==> config.mk <==
export PLATFORM = sky130hd
export DESIGN_NAME = dmem_lsu_flat
export DESIGN_NICKNAME = d
export VERILOG_FILES = /design/src/rtl/lsu_pkg.sv /design/src/rtl/dmem_lsu_if.sv /design/src/rtl/lsu_align.sv /design/src/rtl/dmem_lsu.sv /design/src/flat_wrapper.sv
export SDC_FILE = /design/constraint.sdc
export NUM_CORES = 1
export LEC_CHECK = 0
export CAP_MARGIN = 10
export CORE_ASPECT_RATIO = 0.5
export CORE_UTILIZATION = 40
export CTS_BUF_LIST = sky130_fd_sc_hd__clkbuf_4 sky130_fd_sc_hd__clkbuf_8
export DETAILED_ROUTE_END_ITERATION = 8
export PLACE_DENSITY_LB_ADDON = 0.12
export SKIP_LAST_GASP = 1
export SLEW_MARGIN = 10
export SYNTH_ARGS = -nofsm -noshare
export SYNTH_HDL_FRONTEND = slang
export SYNTH_HIERARCHICAL = 1
export SYNTH_SLANG_ARGS = --single-unit
==> constraint.sdc <==
create_clock -name clk -period 4.4 [get_ports clk]
set_input_delay 0.66 -clock clk [delete_from_list [all_inputs] [get_ports clk]]
set_output_delay 0.66 -clock clk [all_outputs]
set_load 0.1 [all_outputs]
==> src/rtl/lsu_pkg.sv <==
// Shared definitions for the data-memory load/store unit.
//   F3_*        : RV32I load/store funct3 encodings
//   lsu_state_t : sequencing states of dmem_lsu
//   MAX_LATENCY : largest supported RAM read latency
package lsu_pkg;

   localparam logic [2:0] F3_LB  = 3'b000;
   localparam logic [2:0] F3_LH  = 3'b001;
   localparam logic [2:0] F3_LW  = 3'b010;
   localparam logic [2:0] F3_LBU = 3'b100;
   localparam logic [2:0] F3_LHU = 3'b101;
   localparam logic [2:0] F3_SB  = 3'b000;
   localparam logic [2:0] F3_SH  = 3'b001;
   localparam logic [2:0] F3_SW  = 3'b010;

   localparam int unsigned MAX_LATENCY = 4;

   typedef enum logic [2:0] {
      S_IDLE,
      S_WRITE,
      S_READ,
      S_CAPTURE,
      S_RESP
   } lsu_state_t;

endpackage

==> src/rtl/dmem_lsu_if.sv <==
// Core-side request/response bundle of the load/store unit.
//   req_valid/req_ready : request handshake (accept on both high)
//   req_we, req_funct3, req_addr, req_wdata : request payload
//   rsp_valid           : one-cycle completion pulse
//   rsp_rdata, rsp_misaligned : response payload
// master = core side, slave = dmem_lsu side.
interface dmem_lsu_if;

   logic        req_valid;
   logic        req_ready;
   logic        req_we;
   logic [2:0]  req_funct3;
   logic [31:0] req_addr;
   logic [31:0] req_wdata;
   logic        rsp_valid;
   logic [31:0] rsp_rdata;
   logic        rsp_misaligned;

   modport master (
      output req_valid, req_we, req_funct3, req_addr, req_wdata,
      input  req_ready, rsp_valid, rsp_rdata, rsp_misaligned
   );

   modport slave (
      input  req_valid, req_we, req_funct3, req_addr, req_wdata,
      output req_ready, rsp_valid, rsp_rdata, rsp_misaligned
   );

endinterface

==> src/rtl/lsu_align.sv <==
// Combinational lane logic of the load/store unit.
//   i_we, i_funct3, i_addr_lo : access type and byte offset within the word
//   i_wdata                   : store data (rs2)
//   i_rword                   : raw RAM word for loads
//   o_misaligned              : illegal funct3 or misaligned access
//   o_be, o_wdata             : store byte enables and lane-replicated data
//   o_rdata                   : extracted and sign/zero-extended load data
module lsu_align
   import lsu_pkg::*;
(
   input  logic        i_we,
   input  logic [2:0]  i_funct3,
   input  logic [1:0]  i_addr_lo,
   input  logic [31:0] i_wdata,
   input  logic [31:0] i_rword,
   output logic        o_misaligned,
   output logic [3:0]  o_be,
   output logic [31:0] o_wdata,
   output logic [31:0] o_rdata
);

   logic [7:0]  w_byte;
   logic [15:0] w_half;

   always_comb begin
      w_byte = i_rword[{i_addr_lo, 3'b000} +: 8];
      w_half = i_addr_lo[1] ? i_rword[31:16] : i_rword[15:0];
   end

   always_comb begin
      o_misaligned = 1'b0;
      o_be         = '0;
      o_wdata      = '0;
      o_rdata      = '0;
      if (i_we) begin
         case (i_funct3)
            F3_SB: begin
               o_be    = 4'b0001 << i_addr_lo;
               o_wdata = {4{i_wdata[7:0]}};
            end
            F3_SH: begin
               o_be         = i_addr_lo[1] ? 4'b1100 : 4'b0011;
               o_wdata      = {2{i_wdata[15:0]}};
               o_misaligned = i_addr_lo[0];
            end
            F3_SW: begin
               o_be         = 4'b1111;
               o_wdata      = i_wdata;
               o_misaligned = |i_addr_lo;
            end
            default: o_misaligned = 1'b1;
         endcase
      end else begin
         case (i_funct3)
            F3_LB:  o_rdata = {{24{w_byte[7]}}, w_byte};
            F3_LBU: o_rdata = {24'h0, w_byte};
            F3_LH: begin
               o_rdata      = {{16{w_half[15]}}, w_half};
               o_misaligned = i_addr_lo[0];
            end
            F3_LHU: begin
               o_rdata      = {16'h0, w_half};
               o_misaligned = i_addr_lo[0];
            end
            F3_LW: begin
               o_rdata      = i_rword;
               o_misaligned = |i_addr_lo;
            end
            default: o_misaligned = 1'b1;
         endcase
      end
   end

endmodule

==> src/rtl/dmem_lsu.sv <==
// Load/store unit between the core's memory stage and a word-wide
// synchronous data RAM with MEM_LATENCY cycles of read latency.
//   clk, reset : clock, synchronous active-high reset
//   bus        : request/response bundle (slave side)
//   mem_addr   : RAM word address (byte address bits [ADDR_W+1:2])
//   mem_wen    : RAM write enable, one cycle per store
//   mem_be     : RAM byte enables
//   mem_wdata  : RAM write data, lane replicated
//   mem_rdata  : RAM read data, MEM_LATENCY cycles after mem_addr
module dmem_lsu
   import lsu_pkg::*;
#(
   parameter int unsigned ADDR_W      = 12,
   parameter int unsigned MEM_LATENCY = 1
) (
   input  logic              clk,
   input  logic              reset,
   dmem_lsu_if.slave         bus,
   output logic [ADDR_W-1:0] mem_addr,
   output logic              mem_wen,
   output logic [3:0]        mem_be,
   output logic [31:0]       mem_wdata,
   input  logic [31:0]       mem_rdata
);

   localparam int unsigned      CNT_W    = $clog2(MAX_LATENCY);
   localparam logic [CNT_W-1:0] LAT_LAST = CNT_W'(MEM_LATENCY - 1);

   lsu_state_t       r_state;
   lsu_state_t       w_next;
   logic             r_we;
   logic [2:0]       r_funct3;
   logic [1:0]       r_addr_lo;
   logic [CNT_W-1:0] r_cnt;

   logic             w_idle;
   logic             w_accept;
   logic             w_sel_we;
   logic [2:0]       w_sel_funct3;
   logic [1:0]       w_sel_lo;
   logic             w_mis;
   logic [3:0]       w_be;
   logic [31:0]      w_wdata;
   logic [31:0]      w_rdata;

   assign w_idle        = (r_state == S_IDLE);
   assign bus.req_ready = w_idle;
   assign w_accept      = bus.req_valid && w_idle;

   // One aligner serves both phases: in IDLE it judges the live request and
   // builds store lanes; later it extracts load data using the latched request.
   assign w_sel_we     = w_idle ? bus.req_we             : r_we;
   assign w_sel_funct3 = w_idle ? bus.req_funct3         : r_funct3;
   assign w_sel_lo     = w_idle ? bus.req_addr[1:0]      : r_addr_lo;

   lsu_align u_align (
      .i_we         (w_sel_we),
      .i_funct3     (w_sel_funct3),
      .i_addr_lo    (w_sel_lo),
      .i_wdata      (bus.req_wdata),
      .i_rword      (mem_rdata),
      .o_misaligned (w_mis),
      .o_be         (w_be),
      .o_wdata      (w_wdata),
      .o_rdata      (w_rdata)
   );

   always_ff @(posedge clk) begin
      if (reset) r_state <= S_IDLE;
      else       r_state <= w_next;
   end

   always_comb begin
      w_next = r_state;
      case (r_state)
         S_IDLE: begin
            if (bus.req_valid) begin
               if (w_mis)           w_next = S_RESP;
               else if (bus.req_we) w_next = S_WRITE;
               else                 w_next = S_READ;
            end
         end
         S_WRITE:   w_next = S_RESP;
         S_READ:    if (r_cnt == LAT_LAST) w_next = S_CAPTURE;
         S_CAPTURE: w_next = S_RESP;
         S_RESP:    w_next = S_IDLE;
         default:   w_next = S_IDLE;
      endcase
   end

   always_ff @(posedge clk) begin
      if (reset) begin
         r_we               <= 1'b0;
         r_funct3           <= '0;
         r_addr_lo          <= '0;
         r_cnt              <= '0;
         mem_addr           <= '0;
         mem_wen            <= 1'b0;
         mem_be             <= '0;
         mem_wdata          <= '0;
         bus.rsp_valid      <= 1'b0;
         bus.rsp_rdata      <= '0;
         bus.rsp_misaligned <= 1'b0;
      end else begin
         bus.rsp_valid <= (w_next == S_RESP);
         mem_wen       <= (w_next == S_WRITE);
         mem_be        <= (w_next == S_WRITE) ? w_be : '0;

         if (w_accept) begin
            r_we      <= bus.req_we;
            r_funct3  <= bus.req_funct3;
            r_addr_lo <= bus.req_addr[1:0];
            if (!w_mis) mem_addr <= bus.req_addr[ADDR_W+1:2];
            if (!w_mis && bus.req_we) mem_wdata <= w_wdata;
            if (w_mis) begin
               bus.rsp_rdata      <= '0;
               bus.rsp_misaligned <= 1'b1;
            end
         end

         if (r_state == S_READ)
            r_cnt <= (r_cnt == LAT_LAST) ? '0 : r_cnt + 1'b1;

         if (r_state == S_WRITE) begin
            bus.rsp_rdata      <= '0;
            bus.rsp_misaligned <= 1'b0;
         end

         if (r_state == S_CAPTURE) begin
            bus.rsp_rdata      <= w_rdata;
            bus.rsp_misaligned <= 1'b0;
         end
      end
   end

endmodule

==> src/flat_wrapper.sv <==
// flat-port wrapper written by rule: the top's interface ports become plain ports
module dmem_lsu_flat import lsu_pkg::*;
#(
   parameter int unsigned ADDR_W      = 12,
   parameter int unsigned MEM_LATENCY = 1
)
  (clk, reset, mem_addr, mem_wen, mem_be, mem_wdata, mem_rdata, bus_req_valid, bus_req_we, bus_req_funct3, bus_req_addr, bus_req_wdata, bus_req_ready, bus_rsp_valid, bus_rsp_rdata, bus_rsp_misaligned);
  dmem_lsu_if bus_i ();
  input  logic clk;
  input  logic reset;
  output logic [ADDR_W-1:0] mem_addr;
  output logic mem_wen;
  output logic [3:0] mem_be;
  output logic [31:0] mem_wdata;
  input  logic [31:0] mem_rdata;
  input wire logic [$bits(bus_i.req_valid)-1:0] bus_req_valid;
  input wire logic [$bits(bus_i.req_we)-1:0] bus_req_we;
  input wire logic [$bits(bus_i.req_funct3)-1:0] bus_req_funct3;
  input wire logic [$bits(bus_i.req_addr)-1:0] bus_req_addr;
  input wire logic [$bits(bus_i.req_wdata)-1:0] bus_req_wdata;
  output wire logic [$bits(bus_i.req_ready)-1:0] bus_req_ready;
  output wire logic [$bits(bus_i.rsp_valid)-1:0] bus_rsp_valid;
  output wire logic [$bits(bus_i.rsp_rdata)-1:0] bus_rsp_rdata;
  output wire logic [$bits(bus_i.rsp_misaligned)-1:0] bus_rsp_misaligned;
  assign bus_i.req_valid = bus_req_valid;
  assign bus_i.req_we = bus_req_we;
  assign bus_i.req_funct3 = bus_req_funct3;
  assign bus_i.req_addr = bus_req_addr;
  assign bus_i.req_wdata = bus_req_wdata;
  assign bus_req_ready = bus_i.req_ready;
  assign bus_rsp_valid = bus_i.rsp_valid;
  assign bus_rsp_rdata = bus_i.rsp_rdata;
  assign bus_rsp_misaligned = bus_i.rsp_misaligned;
  dmem_lsu #(.ADDR_W(ADDR_W), .MEM_LATENCY(MEM_LATENCY)) u_core (.clk(clk), .reset(reset), .bus(bus_i), .mem_addr(mem_addr), .mem_wen(mem_wen), .mem_be(mem_be), .mem_wdata(mem_wdata), .mem_rdata(mem_rdata));
endmodule
-- After elaboration in Yosys (flattened, before gate mapping)
Cells that the tools add are included.
- bits in registers: 94
- latch bits: 0
- RAM bits: 0
- bits in read-only memories: 0
- word-level logic and storage cells: 68
- memories kept: 0
- $add $sub $neg: 1
- multipliers: 0
- div/mod/pow operators: 0
- $lt $le $gt $ge: 0
- eq/ne operators: 9
- shift operators: 2
- muxes and demuxes: 23
- bitwise gates (word level): 3
- reductions and logical operators: 18
- operator list (cell ; count):
    $mux 32 ; 6
    $pmux 32 s5 ; 1
    $pmux 32 s3 ; 1
    $shiftx 32x6->8 ; 1
    $mux 16 ; 1
    $mux 3 ; 4
    $pmux 4 s3 ; 1
    $eq 3x1->1 const B ; 3
    $eq 3x2->1 const B ; 3
    $eq 3x3->1 const B ; 3
    $pmux 3 s3 ; 1
    $reduce_and 2->1 ; 4
    $reduce_or 2->1 ; 4
    $logic_not 3->1 ; 2
    $mux 2 ; 3
    $pmux 1 s3 ; 2
    $reduce_bool 3->1 ; 2
    $reduce_or 3->1 ; 2
    $mux 4 ; 1
    $shl 1x2->4 const A ; 1
    $not 1->1 ; 3
    $add 2x1->2 const B ; 1
    $logic_and 1x1->1 ; 2
    $logic_not 2->1 ; 1
    2 further kinds ; 3

-- Logic depth before layout (Yosys ltp)
Gate-level depths: netlist of run 1.
- word-level depth: 12
- depth in mapped cells: 13
- gate-level depth less buffers: 7

-- By module
The synthesis of run 1 kept the hierarchy.
- by module, submodules not included (module ; times used ; cells each ; area each (um^2) ; seq. area each (um^2)):
    dmem_lsu ; 1 ; 346 ; 3641.0 ; 1881.8
    lsu_align ; 1 ; 232 ; 1340.0 ; 0.0

-- Worst setup path before layout of run 1
OpenSTA, ideal clock, no wires.
- path kind: register to register
- start: reg u_core.r_state[2]
- end: reg u_core.bus.rsp_rdata[10]
- arrival: 4.047 ns
- path slack: 0.290 ns
- cell stages (with the launch flop): 13
- path buffers: 5
- period minus slack after synthesis: 4.110 ns
- path through: dfxtp_1 buf_6 nor3_2 mux2_2 buf_2 clkbuf_1 clkbuf_1 a221oi_1 a21oi_1 nor4bb_1 nor3_1 clkbuf_1 a22o_1
- longest elaborated chain between the ends: 8
- elaborated cells on any way between the ends: 27
- those cells by class: eq/ne (6); shift (1); mux (11); reduce/logical (9)
- RTL lines (item ; line ; RTL):
    start, declared ; dmem_lsu.sv:29 ; lsu_state_t r_state;
    start signal, assigned ; dmem_lsu.sv:70 ; else r_state <= w_next;
    $logic_not 3->1 * ; dmem_lsu.sv:46 ; assign w_idle = (r_state == S_IDLE);
    via bus_req_ready ; flat_wrapper.sv:21 ; output wire logic [$bits(bus_i.req_ready)-1:0] bus_req_ready;
    $mux 3 * ; dmem_lsu.sv:53 ; assign w_sel_funct3 = w_idle ? bus.req_funct3 : r_funct3;
    via u_core.w_sel_funct3[1] ; dmem_lsu.sv:39 ; logic [2:0] w_sel_funct3;
    $eq 3x3->1 (tied with other cells) ; lsu_align.sv:54 ; case (i_funct3)
    $reduce_or 2->1 (no source line) ; - ;
    $pmux 1 s3 ; lsu_align.sv:54 ;
    $mux 1 * ; lsu_align.sv:35 ; if (i_we) begin
    via u_core.w_mis ; dmem_lsu.sv:41 ; logic w_mis;
    $reduce_bool 3->1 (no source line) * ; - ;
    $reduce_and 2->1 (no source line) * ; - ;
    end signal, assigned ; dmem_lsu.sv:130 ; bus.rsp_rdata <= w_rdata;
    end, declared ; dmem_lsu_if.sv:26 ; output req_ready, rsp_valid, rsp_rdata, rsp_misaligned
The timed path passes the listed nets; every way through them passes the cells marked *.
A chain may end at the register's enable or synchronous reset.

-- Worst setup path in the final report of run 1
- start: reg u_core.r_state[2]
- end: reg u_core.bus.rsp_rdata[20]
- elaborated cells on any way between the ends: 27
- those cells by class: eq/ne (6); shift (1); mux (11); reduce/logical (9)
- RTL lines (item ; line ; RTL):
    $logic_not 3->1 * ; dmem_lsu.sv:46 ;
    $mux 2 * ; dmem_lsu.sv:54 ; assign w_sel_lo = w_idle ? bus.req_addr[1:0] : r_addr_lo;
    via u_core.w_sel_lo[1] ; dmem_lsu.sv:40 ; logic [1:0] w_sel_lo;
    $reduce_or 2->1 * ; lsu_align.sv:49, lsu_align.sv:67 ;
    $pmux 1 s3, on equally long branches ; lsu_align.sv:54, lsu_align.sv:36 ;
    $mux 1 * ; lsu_align.sv:35 ;
    via u_core.w_mis ; dmem_lsu.sv:41 ;
    $reduce_bool 3->1 (no source line) * ; - ;
    $reduce_and 2->1 (no source line) * ; - ;
Marks and branches as above.

==> summary.md, run 1 <==
| Metric | Value |
|---|---|
| Status | `finished clean` |
| Cells after synthesis | `578` |
| Root Driver | `clkbuf_8` |
| Ys async rst share | `0` |
| Largest cells by area after synthesis | `dfxtp_1, nand2b_1, mux2i_1` |
| I/O Buffers | `around 170` |
| Row cnt | `28` |
| Post-synth EDFFs | `0` |
| Post-CTS sizing | `0` |
| Fillcell total | `about 1.1k` |
| Dpl hpwl | `9700 um` |
| Reg-to-Reg End | `u_core/bus.rsp_rdata[20]` |
| GRT overflow | `0` |
| Top cell type's share of synthesized area | `0.378` |
| Worst path required time | `4.66 ns` |
| Worst slew pin tran | `1.01 ns` |
| ANT cells | `0` |
| Die Y-Extent | `80.9 um` |
| CP Max Fanout | `32` |
| Worst slew margin | `0.326` |
| Post-synth top area cell | `dfxtp_1` |
| Worst endpoint data arrival time | `3.53 ns` |
| Reg2reg start | `u_core/r_state[2]` |
| Fmax achieved | `305 MHz` |
| Synth cell types | `42` |
| GR Util All Layers | `0.222` |
| Setup violators final | `0` |
| Hold crit path type | `reg -> reg` |
| Critical path class | `reg -> reg` |
| Crit start category | `flip-flop` |
| Dpl ws | `1.06 ns` |
| Sequential share of power | `0.335` |
| Post-CTS Setup Inserts | `0` |
| DR vias | `4635` |
| Clk Latency, worst-skew pair | `approximately 0.37 ns` |
| Max-cap viol count | `0` |
| Final worst slack | `between 1 and 1.5 ns` |
| Starting density of the core | `0.416` |
| Leading cell type in the layout, fill and taps excluded | `clkdlybuf4s50_1` |
| Drt wl/cell | `between 15 and 20 um` |
| Synth Flop Type | `dfxtp_1` |
| Synthesized Nets | `about 700` |
| Layout cells sized above 1 | `0.0723` |
| Drt total wl | `14300 um` |
| Post-DRT Antenna Nets | `0` |
| Pwr/cell area | `400 mW/mm^2` |
| TritonCTS Sinks | `94` |
| Placed inst area | `roughly 0.0067 sq mm` |
| Clock edge transition at the registers on the reported setup and hold paths | `around 0.08 ns` |
| First-pass GRT wire length | `22500 um` |
| Largest net degree at the start of global routing | `90` |
| Syn avg cell area | `between 8 and 9 sq um` |
| Vias in the first global route | `4303` |
| First-pass DRT Iterations | `4` |
| Register-to-Register Setup Slack | `between 1 and 1.5 ns` |
| Seq/Total Area, Yosys | `0.378` |
| Slowest-stage cell, CP | `mux2_2` |
| H-tree Lvls | `3` |
| Die X | `between 150 and 200 um` |
| Switch Pwr | `1.18 mW` |
| GPL Wtd Cong | `0.880` |
| Clock buffer depth | `2` |
| I/O pin count | `roughly 190` |
| Max VDD drop | `0.245 mV` |
| Crit path time final | `3.27 ns` |
| Hold path depth | `2` |
| Hold WS | `0.458 ns` |
| DRC Markers | `0` |
| Max-slew violation count | `0` |
| # nets final | `820` |
| Vias per cell | `5.24` |
| Clock power frac | `0.195` |
| Register bit total from synthesis | `94` |
| Critical Path Sink Type | `flip-flop` |
| Setup TNS | `0 ns` |
| Die area | `0.0129 sq mm` |
| Final core utilization | `0.574` |
| Layout Skew | `0.0165 ns` |
| Tcrit/Tclk final | `0.744` |
| Core Footprint | `0.0120 sq mm` |
| Cells on worst reg2reg path | `9` |
| YS warnings | `6` |
| CTS tree | `built` |
| Worst-path cell chain | `nor3_2 > mux2_2 > nor2_1 > a21oi_2 > buf_4 > nor4bb_1 > nor3_2 > buf_4 > a22o_1` |
| Cell area after synthesis | `0.00498 sq mm` |
| Area grow syn2layout | `38.1%` |
| Hold EP | `u_core/r_funct3[1]` |
| Leak | `2.40 nW` |
| Final Hold Viols | `0` |
| Switching share of power | `0.427` |
| Power Internal | `between 1.5 and 2 mW` |
| First-iteration detailed-routing DRC count | `259` |
| Antenna violations before repair | `0` |
| Comb power frac | `0.470` |
| Total CTS buffers | `9` |
| Worst stage delay on the critical path | `0.66 ns` |
| Finished Cell Area | `0.00688 sq mm` |
| Hold Crit Start | `u_core/r_funct3[1]` |
| Most frequent cells in the layout | `clkdlybuf4s50_1, dfxtp_1, a21oi_1, nand2b_1, nand2_1` |
| RSZ-0062 raised after global routing | `no` |
| Hold Buf Count CTS | `0` |
==> cell usage after synthesis, drive strengths merged, types with 2 or more instances <==
library cell and count:
nor4b 2, o21a 2, a22o 32, ha 2, nor3 6, and2 10
a32oi 7, a21oi 79, nor3b 5, buf 13, inv 4, nand2b 75
mux2 17, mux2i 41, and3 5, a21o 17, o21ai 15, nor2b 4
nand2 61, nor2 8, clkbuf 41, a22oi 10, a31oi 2, or3 7
nand3b 12, dfxtp 94
==> critical path: cells and delay by family (launching register included) <==
kind                   cells  cell delay, ns
multiplexers               1            0.66
AO/OA/AOI/OAI              2            0.38
flip-flops                 1            0.42
AND/OR/NAND/NOR            4            1.14
buffers and inverters      2            0.54
==> power groups by stage <==
stage	Combinational [mW]	Sequential (mW)	Clock [mW]
6_report	1.30	0.923	0.536
3_5_place_dp	1.29	0.943	0
5_1_grt	1.40	0.930	0.591
3_3_place_gp	1.28	0.942	0
2_1_floorplan	0.751	1.17	0
4_1_cts	1.30	0.923	0.559
==> cells by family after synthesis <==
logic type | count (synthesis) | share of synthesized area
simple gates | 199 | 0.225
mux | 58 | 0.122
fa+ha+maj | 2 | 0.00502
buf+inv | 58 | 0.0560
compound gates | 167 | 0.215
flops | 94 | 0.378
==> state kept, by name (all words and copies together) (netlist names) <==
signal,cells
u_core/r_state,3
u_core/r_cnt,2
u_core/bus.rsp_rdata,32
u_core/r_we,1
u_core/r_addr_lo,2
u_core/bus.rsp_misaligned,1
u_core/r_funct3,3
u_core/mem_addr,12
u_core/mem_wen,1
u_core/mem_wdata,32
u_core/bus.rsp_valid,1
u_core/mem_be,4
==> through the flow <==
stage | instances | power (mW)
finish | 884 | 2.75
global route | 884 | 2.92
CTS | 884 | 2.78
detailed placement | 869 | 2.23
global placement | 869 | 2.23
floorplan | 578 | 1.92
==> worst max-delay path by stage <==
stage | from | end | slack, ns | cells past startpoint
6_report | u_core/r_state[2] | u_core/bus.rsp_rdata[20] | 1.13 | 9
5_1_grt | u_core/r_state[2] | u_core/bus.rsp_rdata[29] | 0.89 | 9
2_1_floorplan | u_core/r_state[2] | u_core/bus.rsp_rdata[10] | 0.29 | 12
4_1_cts | u_core/r_state[2] | u_core/bus.rsp_rdata[29] | 1.09 | 9
3_5_place_dp | bus_req_addr[1] | u_core/bus.rsp_rdata[24] | 1.06 | 9
3_3_place_gp | bus_req_addr[1] | u_core/bus.rsp_rdata[20] | 1.10 | 9
==> final cells by class <==
cell class / count / area, sq um / share of cell area
Multi-Input combinational cell: 426 / 2840 / 0.412
Tap cell: 165 / 206 / 0.0300
Timing Repair Buffer: 180 / 1770 / 0.257
Clock inverter: 4 / 22.5 / 0.00327
Inverter: 4 / 15.0 / 0.00218
Sequential cell: 94 / 1880 / 0.274
Clock buffer: 11 / 151 / 0.0220
==> per-layer routing <==
layer  track usage  up-vias  part of all wire
li1              -     2306                 -
met1         0.303     2163              0.49
met2         0.344      154              0.43
met3        0.0674       12             0.074
met4        0.0543        0             0.011
met5             0        -                 0
No activity file was read; power rests on OpenSTA's default activity.
==> inputs of run 2 (changes only) <==
==> constraint.sdc (replaced) <==
create_clock -name clk -period 3 [get_ports clk]
set_input_delay 0.45 -clock clk [delete_from_list [all_inputs] [get_ports clk]]
set_output_delay 0.45 -clock clk [all_outputs]
set_load 0.1 [all_outputs]
==> summary.md, run 2 (synthesized netlist as in run 1, its figures left out) <==
| Metric | Value |
|---|---|
| Fmax achieved | `367 MHz (+20%)` |
| Clock edge transition at the registers on the reported setup and hold paths | `0.10 ns (+0.02 ns)` |
| Largest net degree at the start of global routing | `90 (unchanged)` |
| Max-cap viol count | `0 (unchanged)` |
| Hold WS | `0.393 ns (-0.0654 ns)` |
| Total CTS buffers | `9 (unchanged)` |
| Dpl hpwl | `10000 um (+3.6%)` |
| Area grow syn2layout | `36.7%` |
| GPL Wtd Cong | `0.893 (+1.4%)` |
| GR Util All Layers | `0.223 (+0.000532)` |
| Row cnt | `28 (unchanged)` |
| Post-CTS sizing | `0 (unchanged)` |
| Tcrit/Tclk final | `0.909 (+0.165)` |
| Pwr/cell area | `610 mW/mm^2 (+52%)` |
| TritonCTS Sinks | `94 (unchanged)` |
| Worst path required time | `3.28 ns (-1.38 ns)` |
| Fillcell total | `1137 (+1.2%)` |
| Core Footprint | `0.0120 sq mm (unchanged)` |
| Drt wl/cell | `16.3 um (+1.1%)` |
| I/O Buffers | `168 (unchanged)` |
| Hold crit path type | `in -> reg` |
| Largest registers | `u_core/bus.rsp_rdata x32, u_core/mem_wdata x32, u_core/mem_addr x12` |
| Final Hold Viols | `0 (unchanged)` |
| # nets final | `828 (+0.98%)` |
| I/O pin count | `187 (unchanged)` |
| Status | `finished clean` |
| Setup violators final | `0 (unchanged)` |
| RSZ-0062 raised after global routing | `no` |
| Leak | `2.65 nW (+10%)` |
| Clock buffer depth | `2 (unchanged)` |
| Root Driver | `clkbuf_8` |
| Crit start category | `flip-flop` |
| Leading cell type in the layout, fill and taps excluded | `buf_4` |
| CTS tree | `built` |
| DR vias | `4612 (-0.50%)` |
| Post-CTS Setup Inserts | `0 (unchanged)` |
| Die Y-Extent | `80.9 um (unchanged)` |
| First-pass GRT wire length | `22600 um (+0.22%)` |
| First-pass DRT Iterations | `4 (unchanged)` |
| Drt total wl | `14600 um (+2.1%)` |
| First-iteration detailed-routing DRC count | `258 (-0.39%)` |
| Vias in the first global route | `4314 (+0.26%)` |
| Max-slew violation count | `0 (unchanged)` |
| Hold Buf Count CTS | `0 (unchanged)` |
| Post-DRT Antenna Nets | `0 (unchanged)` |
| Die area | `0.0129 sq mm (unchanged)` |
| Most frequent cells in the layout | `buf_4, dfxtp_1, clkdlybuf4s50_1, a21oi_1, nand2b_1` |
| Max VDD drop | `0.341 mV (+39%)` |
| Register-to-Register Setup Slack | `0.27 ns (-0.85 ns)` |
| Worst endpoint data arrival time | `3.00 ns (-0.53 ns)` |
| H-tree Lvls | `3 (unchanged)` |
| Die X | `160 um (unchanged)` |
| Layout Skew | `0.0139 ns (-0.00256 ns)` |
| CP Max Fanout | `32 (unchanged)` |
| Layout cells sized above 1 | `0.201 (+0.128)` |
| Vias per cell | `5.16 (-1.5%)` |
| Antenna violations before repair | `0 (unchanged)` |
| DRC Markers | `0 (unchanged)` |
| Worst slew margin | `0.505 (+0.179)` |
| GRT overflow | `0 (unchanged)` |
| Dpl ws | `0.242 ns (-0.822 ns)` |
| Critical path class | `reg -> reg` |
| Worst slew pin tran | `0.743 ns (-0.265 ns)` |
| Crit path time final | `2.73 ns (-0.547 ns)` |
| Final worst slack | `0.274 ns (-0.853 ns)` |
| ANT cells | `0 (unchanged)` |
| Starting density of the core | `0.416 (unchanged)` |
| Clk Latency, worst-skew pair | `0.38 ns (about the same)` |
| Critical Path Sink Type | `flip-flop` |
[run 2: cell count changes in the layout (fill, tap and decap cells not counted), moves of 2 or more]
cell             previous run  this run
mux2_2                     16        13
nor3_2                      2         0
buf_12                      0         2
clkinv_4                    0         4
buf_4                      12       102
o21ai_0                    15         8
nor3_4                      0         2
clkinv_2                    3         0
o21ai_1                     0         7
clkdlybuf4s50_1           167        83
mux2_4                      1         4
[run 2: area by class of cell]
cell class                      instances  area (sq um)  share of cell area
Multi-Input combinational cell        426          2870               0.422
Sequential cell                        94          1880               0.276
Timing Repair Buffer                  188          1640               0.241
Tap cell                              165           206              0.0303
Clock buffer                           11           145              0.0213
Clock inverter                          5          43.8             0.00643
Inverter                                4          15.0             0.00221
[run 2: metal layers]
| metal | GRT usage | up-vias | routed length (um) |
|---|---|---|---|
| met3 | 0.0613 | 11 | 964 |
| met4 | 0.0457 | 0 | 102 |
| li1 | - | 2324 | - |
| met1 | 0.315 | 2128 | 7300 |
| met2 | 0.338 | 149 | 6210 |
| met5 | 0 | - | 0 |
[run 2: report_power, final]
| group | total, mW | switching [mW] | leakage [nW] | internal [mW] |
|---|---|---|---|---|
| Clock | 0.823 | 0.481 | 0.0975 | 0.343 |
| Sequential | 1.35 | 0.0341 | 0.760 | 1.31 |
| Combinational | 1.99 | 1.28 | 1.79 | 0.709 |
| Total | 4.16 | 1.79 | 2.65 | 2.36 |
[run 2: path summary, 6_finish.rpt]
| path | from | end | cells past startpoint |
|---|---|---|---|
| setup / recovery | u_core/r_state[0] | u_core/bus.rsp_rdata[23] | 8 |
| hold / removal | reset | u_core/r_state[0] | 3 |
| setup reg to reg | u_core/r_state[0] | u_core/bus.rsp_rdata[23] | 8 |
| hold reg to reg | u_core/r_we | u_core/r_we | 2 |
[run 2: through the flow]
stage | cells | power [mW] | util | TNS, ns | area [sq um]
floorplan | 578 | 2.90 | - | -17.18 | 5080
global placement | 877 | 3.33 | 0.552 | 0 | 6620
detailed placement | 877 | 3.35 | 0.552 | 0 | 6620
CTS | 893 | 4.18 | 0.568 | 0 | 6810
global route | 893 | 4.38 | 0.568 | 0 | 6810
finish | 893 | 4.16 | 0.568 | 0 | 6810
[run 2: worst max-delay path: stages (launching register included)]
cell and delay (ns):
dfxtp_1 0.35, nor3_4 0.46, mux2_2 0.40, nor2_1 0.11, a21oi_2 0.25, nor4bb_1 0.48
nor3_4 0.04, buf_4 0.27, a22o_1 0.24
